**src/rtl/mvm_writeback_pkg.sv**
```systemverilog
// Shared sizing defaults and state encoding for the MVM result writeback path.
// The defines mirror the header used by the MVMPU; guarded so an existing definition wins.
`ifndef MVPE_N
`define MVPE_N 4
`endif
`ifndef INTWIDTH
`define INTWIDTH 16
`endif
`ifndef VAW
`define VAW 10
`endif

package mvm_writeback_pkg;

    localparam int unsigned LenWidth = 16;

    typedef enum logic [1:0] {
        StIdle = 2'd0,
        StRun  = 2'd1,
        StDone = 2'd2
    } wb_state_e;

    // ceil(len / lanes), one bit wider than len so no overflow at len = 0xFFFF
    function automatic logic [LenWidth:0] groups_needed(input logic [LenWidth-1:0] len,
                                                        input int unsigned lanes);
        return ({1'b0, len} + (LenWidth + 1)'(lanes - 1)) / (LenWidth + 1)'(lanes);
    endfunction

endpackage

```
**src/rtl/mvm_writeback_if.sv**
```systemverilog
// Result-group input handshake and vector-memory write port of the writeback block.
interface mvm_writeback_if #(
    parameter int unsigned MVPE_N   = `MVPE_N,
    parameter int unsigned INTWIDTH = `INTWIDTH,
    parameter int unsigned VAW      = `VAW
);
    logic                       in_valid;
    logic [MVPE_N*INTWIDTH-1:0] in_data;
    logic                       in_ready;
    logic                       wr_en;
    logic [VAW-1:0]             wr_addr;
    logic [INTWIDTH-1:0]        wr_data;

    modport master (
        output in_valid, in_data,
        input  in_ready, wr_en, wr_addr, wr_data
    );

    modport slave (
        input  in_valid, in_data,
        output in_ready, wr_en, wr_addr, wr_data
    );
endinterface

```
**src/rtl/mvm_wb_fifo.sv**
```systemverilog
// Two-entry synchronous FIFO holding result groups waiting for the serializer.
module mvm_wb_fifo #(
    parameter int unsigned WIDTH = 64
) (
    input  logic             clk,
    input  logic             rst_n,
    input  logic             push,
    input  logic [WIDTH-1:0] wdata,
    input  logic             pop,
    output logic [WIDTH-1:0] rdata,
    output logic             empty,
    output logic             full
);
    logic [WIDTH-1:0] mem_q [2];
    logic             wr_ptr_q;
    logic             rd_ptr_q;
    logic [1:0]       count_q;
    logic             push_en;
    logic             pop_en;

    assign empty   = (count_q == 2'd0);
    assign full    = (count_q == 2'd2);
    assign push_en = push && !full;
    assign pop_en  = pop && !empty;
    assign rdata   = mem_q[rd_ptr_q];

    always_ff @(posedge clk or negedge rst_n) begin
        if (!rst_n) begin
            mem_q[0] <= '0;
            mem_q[1] <= '0;
            wr_ptr_q <= 1'b0;
            rd_ptr_q <= 1'b0;
            count_q  <= 2'd0;
        end else begin
            if (push_en) begin
                mem_q[wr_ptr_q] <= wdata;
                wr_ptr_q        <= ~wr_ptr_q;
            end
            if (pop_en) begin
                rd_ptr_q <= ~rd_ptr_q;
            end
            unique case ({push_en, pop_en})
                2'b10:   count_q <= count_q + 2'd1;
                2'b01:   count_q <= count_q - 2'd1;
                default: count_q <= count_q;
            endcase
        end
    end
endmodule

```
**src/rtl/mvm_writeback.sv**
```systemverilog
// Serializes MVMPU result groups into single-element vector-memory writes,
// with optional ReLU clamping and truncation of the final partial group.
module mvm_writeback
    import mvm_writeback_pkg::*;
#(
    parameter int unsigned MVPE_N   = `MVPE_N,
    parameter int unsigned INTWIDTH = `INTWIDTH,
    parameter int unsigned VAW      = `VAW
) (
    input  logic                clk,
    input  logic                rst_n,
    input  logic                start,
    input  logic [LenWidth-1:0] len,
    input  logic [VAW-1:0]      base_addr,
    input  logic                relu_en,
    mvm_writeback_if.slave      wb,
    output logic                busy,
    output logic                done
);
    localparam int unsigned GW = MVPE_N * INTWIDTH;
    localparam int unsigned LW = (MVPE_N > 1) ? $clog2(MVPE_N) : 1;
    localparam logic [LW-1:0] LastLane = LW'(MVPE_N - 1);

    wb_state_e           state_q;
    logic                busy_q;
    logic                done_q;
    logic [LenWidth-1:0] len_q;
    logic [VAW-1:0]      base_q;
    logic                relu_q;
    logic [LenWidth:0]   groups_total_q;
    logic [LenWidth:0]   groups_acc_q;
    logic [LenWidth-1:0] elem_q;
    logic [GW-1:0]       cur_q;
    logic [LW-1:0]       lane_q;
    logic                cur_valid_q;
    logic                wr_en_q;
    logic                last_q;
    logic [VAW-1:0]      wr_addr_q;
    logic [INTWIDTH-1:0] wr_data_q;

    logic                in_ready;
    logic                accept;
    logic                fifo_push;
    logic                fifo_pop;
    logic                fifo_empty;
    logic                fifo_full;
    logic [GW-1:0]       fifo_head;
    logic                src_valid;
    logic [GW-1:0]       src_group;
    logic [LW-1:0]       src_lane;
    logic [31:0]         lane_ofs;
    logic [INTWIDTH-1:0] lane_val;
    logic                last_elem;
    logic                group_end;

    assign in_ready    = (state_q == StRun) && !fifo_full && (groups_acc_q < groups_total_q);
    assign accept      = wb.in_valid && in_ready;
    assign wb.in_ready = in_ready;
    assign wb.wr_en    = wr_en_q;
    assign wb.wr_addr  = wr_addr_q;
    assign wb.wr_data  = wr_data_q;
    assign busy        = busy_q;
    assign done        = done_q;

    mvm_wb_fifo #(
        .WIDTH (GW)
    ) u_fifo (
        .clk   (clk),
        .rst_n (rst_n),
        .push  (fifo_push),
        .wdata (wb.in_data),
        .pop   (fifo_pop),
        .rdata (fifo_head),
        .empty (fifo_empty),
        .full  (fifo_full)
    );

    // Source priority: group in progress, then FIFO head, then the incoming group
    // directly, so an idle serializer writes lane 0 the cycle after acceptance.
    always_comb begin
        src_valid = 1'b0;
        src_group = cur_q;
        src_lane  = lane_q;
        fifo_pop  = 1'b0;
        if (state_q == StRun) begin
            if (cur_valid_q) begin
                src_valid = 1'b1;
            end else if (!fifo_empty) begin
                src_valid = 1'b1;
                src_group = fifo_head;
                src_lane  = '0;
                fifo_pop  = 1'b1;
            end else if (accept) begin
                src_valid = 1'b1;
                src_group = wb.in_data;
                src_lane  = '0;
            end
        end
    end

    assign fifo_push = accept && (cur_valid_q || !fifo_empty);
    assign lane_ofs  = 32'(src_lane) * INTWIDTH;
    assign lane_val  = src_group[lane_ofs +: INTWIDTH];
    assign last_elem = (elem_q == len_q - 1'b1);
    assign group_end = (src_lane == LastLane) || last_elem;

    always_ff @(posedge clk or negedge rst_n) begin
        if (!rst_n) begin
            len_q          <= '0;
            base_q         <= '0;
            relu_q         <= 1'b0;
            groups_total_q <= '0;
            groups_acc_q   <= '0;
            elem_q         <= '0;
            cur_q          <= '0;
            lane_q         <= '0;
            cur_valid_q    <= 1'b0;
            wr_en_q        <= 1'b0;
            last_q         <= 1'b0;
            wr_addr_q      <= '0;
            wr_data_q      <= '0;
        end else begin
            wr_en_q <= 1'b0;
            last_q  <= 1'b0;
            if (state_q == StIdle && start) begin
                len_q          <= len;
                base_q         <= base_addr;
                relu_q         <= relu_en;
                groups_total_q <= groups_needed(len, MVPE_N);
                groups_acc_q   <= '0;
                elem_q         <= '0;
                lane_q         <= '0;
                cur_valid_q    <= 1'b0;
            end else begin
                if (accept) begin
                    groups_acc_q <= groups_acc_q + 1'b1;
                end
                if (src_valid) begin
                    wr_en_q     <= 1'b1;
                    last_q      <= last_elem;
                    wr_addr_q   <= base_q + VAW'(elem_q);
                    wr_data_q   <= (relu_q && lane_val[INTWIDTH-1]) ? '0 : lane_val;
                    elem_q      <= elem_q + 1'b1;
                    cur_q       <= src_group;
                    lane_q      <= src_lane + 1'b1;
                    cur_valid_q <= !group_end;
                end
            end
        end
    end

    always_ff @(posedge clk or negedge rst_n) begin
        if (!rst_n) begin
            state_q <= StIdle;
            busy_q  <= 1'b0;
            done_q  <= 1'b0;
        end else begin
            unique case (state_q)
                StIdle: begin
                    if (start) begin
                        if (len == '0) begin
                            state_q <= StDone;
                            done_q  <= 1'b1;
                        end else begin
                            state_q <= StRun;
                            busy_q  <= 1'b1;
                        end
                    end
                end
                StRun: begin
                    if (wr_en_q && last_q) begin
                        state_q <= StDone;
                        busy_q  <= 1'b0;
                        done_q  <= 1'b1;
                    end
                end
                StDone: begin
                    state_q <= StIdle;
                    done_q  <= 1'b0;
                end
                default: begin
                    state_q <= StIdle;
                    busy_q  <= 1'b0;
                    done_q  <= 1'b0;
                end
            endcase
        end
    end
endmodule

```
**src/flat_wrapper.sv**
```systemverilog
// flat-port wrapper written by rule: the top's interface ports become plain ports
module mvm_writeback_flat import mvm_writeback_pkg::*;
#(
    parameter int unsigned MVPE_N   = `MVPE_N,
    parameter int unsigned INTWIDTH = `INTWIDTH,
    parameter int unsigned VAW      = `VAW
)
  (clk, rst_n, start, len, base_addr, relu_en, busy, done, wb_in_valid, wb_in_data, wb_in_ready, wb_wr_en, wb_wr_addr, wb_wr_data);
  mvm_writeback_if #(.MVPE_N(MVPE_N), .INTWIDTH(INTWIDTH), .VAW(VAW)) wb_i ();
  input  logic clk;
  input  logic rst_n;
  input  logic start;
  input  logic [LenWidth-1:0] len;
  input  logic [VAW-1:0] base_addr;
  input  logic relu_en;
  output logic busy;
  output logic done;
  input wire logic [$bits(wb_i.in_valid)-1:0] wb_in_valid;
  input wire logic [$bits(wb_i.in_data)-1:0] wb_in_data;
  output wire logic [$bits(wb_i.in_ready)-1:0] wb_in_ready;
  output wire logic [$bits(wb_i.wr_en)-1:0] wb_wr_en;
  output wire logic [$bits(wb_i.wr_addr)-1:0] wb_wr_addr;
  output wire logic [$bits(wb_i.wr_data)-1:0] wb_wr_data;
  assign wb_i.in_valid = wb_in_valid;
  assign wb_i.in_data = wb_in_data;
  assign wb_in_ready = wb_i.in_ready;
  assign wb_wr_en = wb_i.wr_en;
  assign wb_wr_addr = wb_i.wr_addr;
  assign wb_wr_data = wb_i.wr_data;
  mvm_writeback #(.MVPE_N(MVPE_N), .INTWIDTH(INTWIDTH), .VAW(VAW)) u_core (.clk(clk), .rst_n(rst_n), .start(start), .len(len), .base_addr(base_addr), .relu_en(relu_en), .wb(wb_i), .busy(busy), .done(done));
endmodule
```
**config.mk**
```make
export PLATFORM = sky130hd
export DESIGN_NAME = mvm_writeback_flat
export DESIGN_NICKNAME = d
export VERILOG_FILES = /design/src/rtl/mvm_writeback_pkg.sv /design/src/rtl/mvm_writeback_if.sv /design/src/rtl/mvm_wb_fifo.sv /design/src/rtl/mvm_writeback.sv /design/src/flat_wrapper.sv
export SDC_FILE = /design/constraint.sdc
export NUM_CORES = 1
export LEC_CHECK = 0
export BUFFER_PORTS_ARGS = -buffer_cell sky130_fd_sc_hd__buf_4
export CORE_ASPECT_RATIO = 1.2
export CORE_UTILIZATION = 55
export DETAILED_ROUTE_END_ITERATION = 7
export GPL_TIMING_DRIVEN = 0
export PLACE_DENSITY = 0.74
export SYNTH_ARGS = -nofsm -noshare
export SYNTH_HDL_FRONTEND = slang
export SYNTH_HIERARCHICAL = 1
export SYNTH_SLANG_ARGS = --single-unit
export TNS_END_PERCENT = 100
```
**constraint.sdc**
```tcl
create_clock -name clk -period 8.23 [get_ports clk]
set_input_delay 0.823 -clock clk [delete_from_list [all_inputs] [get_ports clk]]
set_output_delay 0.823 -clock clk [all_outputs]
set_load 0.05 [all_outputs]
```
==> results of run 1 <==
-- cells by family (layout without fill, tap and decap cells) --
| kind of cell | Yosys count | count (layout) |
|---|---|---|
| AOI/OAI and AO/OA | 224 | 224 |
| xor gates and xnor gates | 67 | 67 |
| adders and majority gates | 29 | 29 |
| buffers and inverters | 108 | 292 |
| DFF | 306 | 306 |
| muxes | 206 | 206 |
| and+or+nand+nor | 420 | 420 |
-- registers in the layout, summed over array words and instances, names as in the netlist, 2 cells and up --
register / flops
u_core/elem_q: 16
u_core/lane_q: 2
u_core/wb.wr_data: 16
u_core/base_q: 10
u_core/groups_total_q: 15
u_core/groups_acc_q: 17
u_core/u_fifo/count_q: 2
u_core/state_q: 2
u_core/len_q: 16
u_core/wb.wr_addr: 10
u_core/u_fifo/mem_q: 128
u_core/cur_q: 64
-- how the worst max path moves through the flow --
stage | from | endpoint | depth (start not counted)
3_5_place_dp | u_core/groups_acc_q[12]$_DFFE_PN0P_ | u_core/cur_q[48]$_DFFE_PN0P_ | 12
2_1_floorplan | u_core/groups_acc_q[2]$_DFFE_PN0P_ | u_core/wb.wr_data[0]$_DFFE_PN0P_ | 13
6_report | u_core/groups_acc_q[12]$_DFFE_PN0P_ | u_core/cur_q[48]$_DFFE_PN0P_ | 12
4_1_cts | u_core/groups_acc_q[12]$_DFFE_PN0P_ | u_core/cur_q[28]$_DFFE_PN0P_ | 12
3_3_place_gp | rst_n | u_core/groups_total_q[11]$_DFFE_PN0P_ | 1
5_1_grt | u_core/groups_acc_q[12]$_DFFE_PN0P_ | u_core/cur_q[53]$_DFFE_PN0P_ | 12
-- area by class of cell --
class	instances	share of cell area
plain buffers	75	0.0259
inverters	33	0.00701
repair buffers	126	0.0562
clock buffers	46	0.0559
flip-flops and latches	306	0.434
well taps	340	0.0241
multi-input cells	946	0.389
clock inverters	12	0.00801
-- synth_stat cells, types with 6 or more instances --
| cell type | instances |
|---|---|
| o22ai_1 | 57 |
| nand3_1 | 18 |
| and3_1 | 11 |
| nand2_1 | 147 |
| and2_1 | 6 |
| mux2_2 | 133 |
| dfrtp_1 | 306 |
| xnor2_1 | 28 |
| nand2b_1 | 10 |
| buf_6 | 8 |
| nor4_1 | 12 |
| o31ai_1 | 11 |
| buf_12 | 6 |
| xor2_1 | 39 |
| nand4_1 | 17 |
| nor2b_1 | 6 |
| a21oi_1 | 48 |
| nor3_1 | 11 |
| ha_1 | 28 |
| nor2_1 | 151 |
| a32o_1 | 15 |
| o21a_1 | 6 |
| o21ai_0 | 38 |
| mux2i_1 | 13 |
| buf_2 | 14 |
| inv_1 | 30 |
| and4_1 | 6 |
| o221a_2 | 7 |
| mux2_4 | 60 |
| a21o_1 | 17 |
| clkbuf_1 | 41 |
-- cells in the final DEF (no fill, tap or decap), types with 4 or more instances in the layout --
master	n
dfrtp_1	306
nor2_1	151
nand2_1	147
mux2_2	133
buf_4	123
mux2_4	60
o22ai_1	57
a21oi_1	48
clkbuf_1	45
xor2_1	39
o21ai_0	38
clkbuf_16	35
inv_1	30
xnor2_1	28
ha_1	28
nand3_1	18
a21o_1	17
nand4_1	17
a32o_1	15
buf_2	14
mux2i_1	13
nor4_1	12
and3_1	11
nor3_1	11
o31ai_1	11
nand2b_1	10
buf_6	8
clkinv_2	7
clkbuf_8	7
o221a_2	7
and4_1	6
o21a_1	6
nor2b_1	6
and2_1	6
buf_12	6
a31oi_1	5
a211oi_1	5
buf_1	5
or3_1	4
o211ai_1	4
-- metrics by stage --
step | setup slack (ps) | cells
2_1_floorplan | 3780 | 1360
3_3_place_gp | 3600 | 1824
3_5_place_dp | 4040 | 1826
4_1_cts | 4020 | 1884
5_1_grt | 3820 | 1884
6_report | 4050 | 1884
-- per-layer routing --
metal | routed length, um | global-route usage | share of wire | vias up
li1 | - | - | - | 5121
met1 | 15100 | 0.333 | 0.40 | 5446
met2 | 19300 | 0.493 | 0.51 | 305
met3 | 1840 | 0.0422 | 0.049 | 71
met4 | 1240 | 0.102 | 0.033 | 0
met5 | 0 | 0 | 0 | -
-- worst max-delay path: cells and delay by family (launching register included) --
kind,cells,cell delay (ps)
and+or+nand+nor,6,1240
AOI/OAI and AO/OA,1,240
DFF,1,440
adders and majority gates,1,320
buffers and inverters,4,1890
-- power by group --
| part | leakage (uW) | switching, uW | internal (uW) |
|---|---|---|---|
| Combinational | 0.00377 | 1690 | 1570 |
| Sequential | 0.00362 | 447 | 2210 |
| Clock | 0.000561 | 600 | 933 |
| Total | 0.00795 | 2730 | 4710 |
==> results.json, run 1 <==
{
  "num_vias": 10900,
  "crit_type": "register to register",
  "synth_area_leaders": "dfrtp_1, mux2_2, mux2_4, nor2_1, nand2_1",
  "fin_skew_ps": 20.8,
  "multi_input_area_sq_mm": 0.00688,
  "synth_compound_area_frac": 0.0964,
  "seq_area_frac_synth": 0.507,
  "start_util": 0.558,
  "first_global_vias": 11300,
  "routed_via_density": 5.81,
  "required_ps": 8670,
  "period_minus_slack_ps": 4180,
  "wl_mm": 37.5,
  "cp_slowest_cell": "clkbuf_1",
  "worst-path-max-fanout": 10,
  "synth_edf_count": 0,
  "overflow": 0,
  "fmax_mhz": 239,
  "end_kind": "register",
  "outcome": "finished, final reports clean",
  "finalMaxSlewViolations": 0,
  "synth-seq-cells": 306,
  "rsz0062_at_grt": "no",
  "fin_crit_sh": 0.508,
  "syn_nets": 1484,
  "final_util": 0.652,
  "die_x_um": 153,
  "synth_top_family_by_area": "multiplexers",
  "cts_tree": "yes",
  "worstRegToRegCells": 12,
  "die_area_sq_mm": 0.0282,
  "grt_max_degree": 126,
  "whs_ps": 260,
  "finalPower_uw": 7450,
  "cts_buffers": 34,
  "worstPathArrival_ps": 4620,
  "drtIter0Drc": 562,
  "setup_viol": 0,
  "p_leak_uw": 0.00795,
  "cts-root-buf": "clkbuf_16",
  "ff2ff_setup_slack_ps": 4050,
  "synth_fa_ha_area_frac": 0.0245,
  "cpMostUsedCell": "clkbuf_1",
  "drv_cap": 0,
  "place.gp.congestion": 0.927,
  "post_cts_resize_count": 0,
  "drtPass1Iterations": 5,
  "post-cts-setup-buffers": 0,
  "slew_headroom": 0.420,
  "synthesis.area_sq_mm": 0.0151,
  "seq_area_sq_mm": 0.00766,
  "htreeDepth": 2,
  "r2r-end": "u_core/cur_q[48]$_DFFE_PN0P_",
  "ys.flop_type": "dfrtp_1",
  "tightest_slew_ps": 868,
  "ys_types": 62,
  "grt_pass1_wl_mm": 60.3,
  "coreArea_sq_mm": 0.0271,
  "drc": 0,
  "grtUsageTotal": 0.274,
  "ys.warnings.count": 6,
  "path_clk_slew_ps": 60,
  "cpPeakStageDelay_ps": 610,
  "dp_hpwl_mm": 26.9,
  "drt-wirelength-per-cell_um": 19.9,
  "layout.nets": 1646,
  "antennaDiodeCount": 0,
  "place_area_sq_mm": 0.0165,
  "antenna_left": 0,
  "cts_buffer_depth": 3,
  "ys_async_sr_fraction": 1.00,
  "clock-sinks": 306,
  "clock_latency_ps": 510,
  "yosys.area_share.simple": 0.128,
  "start_kind": "register",
  "ioPinCount": 125,
  "p_per_area_mw_per_mm2": 422,
  "regToRegStartpoint": "u_core/groups_acc_q[12]$_DFFE_PN0P_",
  "stdcell_area_sq_mm": 0.0177,
  "die_y_um": 184,
  "row_count": 66,
  "synthXorXnorAreaFrac": 0.0388,
  "avgSynthCellArea_sq_um": 11.1,
  "cts-hold-fix-buffers": 0,
  "max-vdd-ir-drop_v": 0.000212,
  "fill_cells": 2098,
  "crit_chain": "ha_1 > nand4_1 > nor4_1 > and4_1 > buf_2 > nor4_1 > nand2_1 > clkbuf_1 > clkbuf_1 > clkbuf_1 > o22ai_1 > nor2_1",
  "synth.area.mux_share": 0.167,
  "hold_path.class": "input pin to async pin",
  "finalHoldViolCount": 0,
  "antenna_found_initial": 0,
  "final.setup.tns_ps": 0,
  "synth_top_area_frac": 0.507,
  "syn_to_final_growth_pct": 16.9,
  "syn_inst": 1360,
  "yosysTopAreaCell": "dfrtp_1",
  "layout-drive-gt1-share": 0.273,
  "portBuffers": 124
}
Power figures use the tool's default switching activity.
==> run 2: changes to the inputs <==
--- a/config.mk
+++ b/config.mk
@@ -5,6 +5,7 @@
 export SDC_FILE = /design/constraint.sdc
 export NUM_CORES = 1
 export LEC_CHECK = 0
+export ABC_AREA = 1
 export BUFFER_PORTS_ARGS = -buffer_cell sky130_fd_sc_hd__buf_4
 export CORE_ASPECT_RATIO = 1.2
 export CORE_UTILIZATION = 55
==> constraint.sdc (replaced) <==
create_clock -name clk -period 4.3 [get_ports clk]
set_input_delay 0.43 -clock clk [delete_from_list [all_inputs] [get_ports clk]]
set_output_delay 0.43 -clock clk [all_outputs]
set_load 0.05 [all_outputs]
==> results.json, run 2 <==
{
  "outcome": "finished, final reports clean",
  "synthesis.area_sq_mm": 0.0173,
  "num_vias": 16900,
  "start_kind": "register",
  "synth_fa_ha_area_frac": 0.0214,
  "final.setup.tns_ps": 0,
  "clock-sinks": 306,
  "layout-drive-gt1-share": 0.114,
  "portBuffers": 123,
  "worst-path-max-fanout": 10,
  "worstPathArrival_ps": 4460,
  "synth_top_area_frac": 0.443,
  "p_sw_frac": 0.216,
  "pwr-share-comb": 0.032,
  "die_area_sq_mm": 0.0321,
  "coreArea_sq_mm": 0.0307,
  "grt_pass1_wl_mm": 87.6,
  "grt_max_degree": 123,
  "antenna_left": 0,
  "wl_mm": 54.6,
  "cts-root-buf": "clkbuf_16",
  "synth_top_family_by_area": "simple AND/OR/NAND/NOR gates",
  "crit_type": "register to register",
  "whs_ps": 109,
  "fin_skew_ps": 16.3,
  "cts_tree": "yes",
  "dp_slack_ps": 327,
  "cp_slowest_cell": "dfrtp_1",
  "post-cts-setup-buffers": 0,
  "layout_common_cells": "nand2_1, dfrtp_1, nand4_1",
  "overflow": 0,
  "drtIter0Drc": 1445,
  "top_regs": "u_core/u_fifo/mem_q (128), u_core/cur_q (64), u_core/groups_acc_q (17)",
  "syn_inst": 2388,
  "syn_nets": 2512,
  "clock_latency_ps": 530,
  "seqPwrFrac": 0.471,
  "tightest_slew_ps": 788,
  "ioPinCount": 125,
  "antenna_found_initial": 1,
  "cts_buffer_depth": 3,
  "ys.flop_type": "dfrtp_1",
  "cpMostUsedCell": "nand2_1",
  "layout.nets": 2675,
  "yosys.area_share.simple": 0.387,
  "p_per_area_mw_per_mm2": 307,
  "routed_via_density": 5.68,
  "finalMaxSlewViolations": 0,
  "synth.area.mux_share": 0,
  "post-synth-top-count-cell": "nand2_1",
  "dp_hpwl_mm": 40.6,
  "cpPeakStageDelay_ps": 400,
  "finalHoldViolCount": 0,
  "grtUsageTotal": 0.350,
  "place.gp.congestion": 1.00,
  "largest_register": "u_core/u_fifo/mem_q",
  "max-vdd-ir-drop_v": 0.000337,
  "p_leak_uw": 0.0106,
  "rsz0062_at_grt": "no",
  "synth_edf_count": 0,
  "die_y_um": 196,
  "finalWorstSetupSlack_ps": 244,
  "fin_crit_sh": 0.943,
  "required_ps": 4710,
  "ys_types": 45,
  "avgSynthCellArea_sq_um": 7.24,
  "drtPass1Iterations": 6,
  "final_cells": 2969,
  "hold_path.class": "input pin to register",
  "yosysTopAreaCell": "dfrtp_1",
  "end_kind": "register",
  "syn_to_final_growth_pct": 15.4,
  "path_clk_slew_ps": 60,
  "htreeDepth": 2,
  "seq_area_frac_synth": 0.443,
  "slew_headroom": 0.475,
  "start_util": 0.564,
  "ys_async_sr_fraction": 1.00,
  "setup_viol": 0,
  "placed_cells": 2909,
  "drt-wirelength-per-cell_um": 18.4,
  "first_global_vias": 16700,
  "ys.warnings.count": 6,
  "drv_cap": 0,
  "synth-seq-cells": 306,
  "largest_register_ff_count": 128,
  "synthXorXnorAreaFrac": 0.0233,
  "die_x_um": 164,
  "final_common_cell": "nand2_1",
  "pwr-share-clk": 0.498,
  "cts_buffers": 35,
  "synthTopCellsByCount": "nand2_1, dfrtp_1, nand4_1",
  "row_count": 70,
  "power.switching_uw": 1320,
  "period_minus_slack_ps": 4060,
  "synth_compound_area_frac": 0.0442,
  "fmax_mhz": 247,
  "drc": 0,
  "synth_area_leaders": "dfrtp_1, nand2_1, nand4_1, nand3_1, inv_1",
  "final_util": 0.650,
  "crit_chain": "inv_2 > nand2_4 > buf_4 > buf_4 > inv_1 > nor2_1 > nand2_1 > nor2_1 > nand2_1 > nor2_4 > nand3_4 > buf_6 > buf_2 > a21oi_1 > buf_2 > buf_2 > nand2_1 > ha_1 > inv_1 > nand3_1 > nand2_1 > nand2_1",
  "p_int_uw": 4800,
  "antennaDiodeCount": 0
}
run 2: cell count changes after synthesis, moves of 54 or more:
cell     change
buf_2       +59
inv_1      +136
mux2_2     -133
mux2_4      -60
nand2_1    +844
nand3_1    +126
nand4_1    +188
o22ai_1     -54
run 2: cell type report:
type	instances	area, sq um
tap	396	495
fill	2777	10700
multi-input combinational	1761	8220
inverter	173	649
buffer	148	748
clock inverter	6	82.6
sequential	306	7660
timing repair buffer	126	996
clock buffer	53	1090
run 2: kinds of logic (layout without fill, tap and decap cells):
kind of cell	after synthesis	in the layout
adder cells (fa/ha/maj)	29	29
XOR/XNOR	46	46
flip-flops	306	306
AND/OR/NAND/NOR	1548	1548
AO/OA/AOI/OAI	138	138
buffers and inverters	321	506
run 2: repair_timing:
action                     4_1_cts  5_1_grt
hold buffers                     1        0
setup endpoints to repair        0        0
gates resized for setup          0        0
hold endpoints to repair        77        0
run 2: per-stage QoR:
| step | total power (uW) | area, sq um |
|---|---|---|
| after floorplan | 2950 | 17300 |
| after global placement | 3120 | 18700 |
| after detailed placement | 3130 | 18800 |
| after CTS | 6180 | 19900 |
| after global routing | 6300 | 19900 |
| final | 6120 | 19900 |
run 2: worst paths after layout:
path / slack (ps) / start / cells after the start / end
setup / recovery: 240 / u_core/u_fifo/count_q[0]$_DFFE_PN0P_ / 22 / u_core/u_fifo/count_q[1]$_DFFE_PN0P_
hold / removal: 110 / base_addr[7] / 3 / u_core/base_q[7]$_DFFE_PN0P_
setup reg to reg: 240 / u_core/u_fifo/count_q[0]$_DFFE_PN0P_ / 22 / u_core/u_fifo/count_q[1]$_DFFE_PN0P_
hold reg to reg: 470 / u_core/u_fifo/mem_q[94]$_DFFE_PN0P_ / 2 / u_core/u_fifo/mem_q[94]$_DFFE_PN0P_
max in group asynchronous: 2780 / rst_n / 3 / u_core/base_q[8]$_DFFE_PN0P_
min in group asynchronous: 480 / rst_n / 2 / u_core/u_fifo/count_q[0]$_DFFE_PN0P_
run 2: power by group through the flow:
stage          logic [uW]  clock network [uW]  registers (uW)
2_1_floorplan        18.9                   0            2930
3_3_place_gp          186                   0            2930
3_5_place_dp          194                   0            2930
4_1_cts               196                3100            2880
5_1_grt               213                3210            2880
6_report              193                3050            2880
run 2: per-layer routing:
layer | wire length (um) | vias to the layer above | part of all wire | track usage
met2 | 26600 | 676 | 0.49 | 0.599
met3 | 3530 | 151 | 0.065 | 0.0488
met1 | 21800 | 7979 | 0.40 | 0.429
met5 | 8 | - | 0.00015 | 0
li1 | - | 8070 | - | -
met4 | 2670 | 2 | 0.049 | 0.175
run 2: worst max-delay path, delay by kind of cell, from the launching register on:
family	cells	cell delay (ps)
buf+inv	9	1680
simple gates	11	1210
flops	1	400
fa+ha+maj	1	330
compound gates	1	300
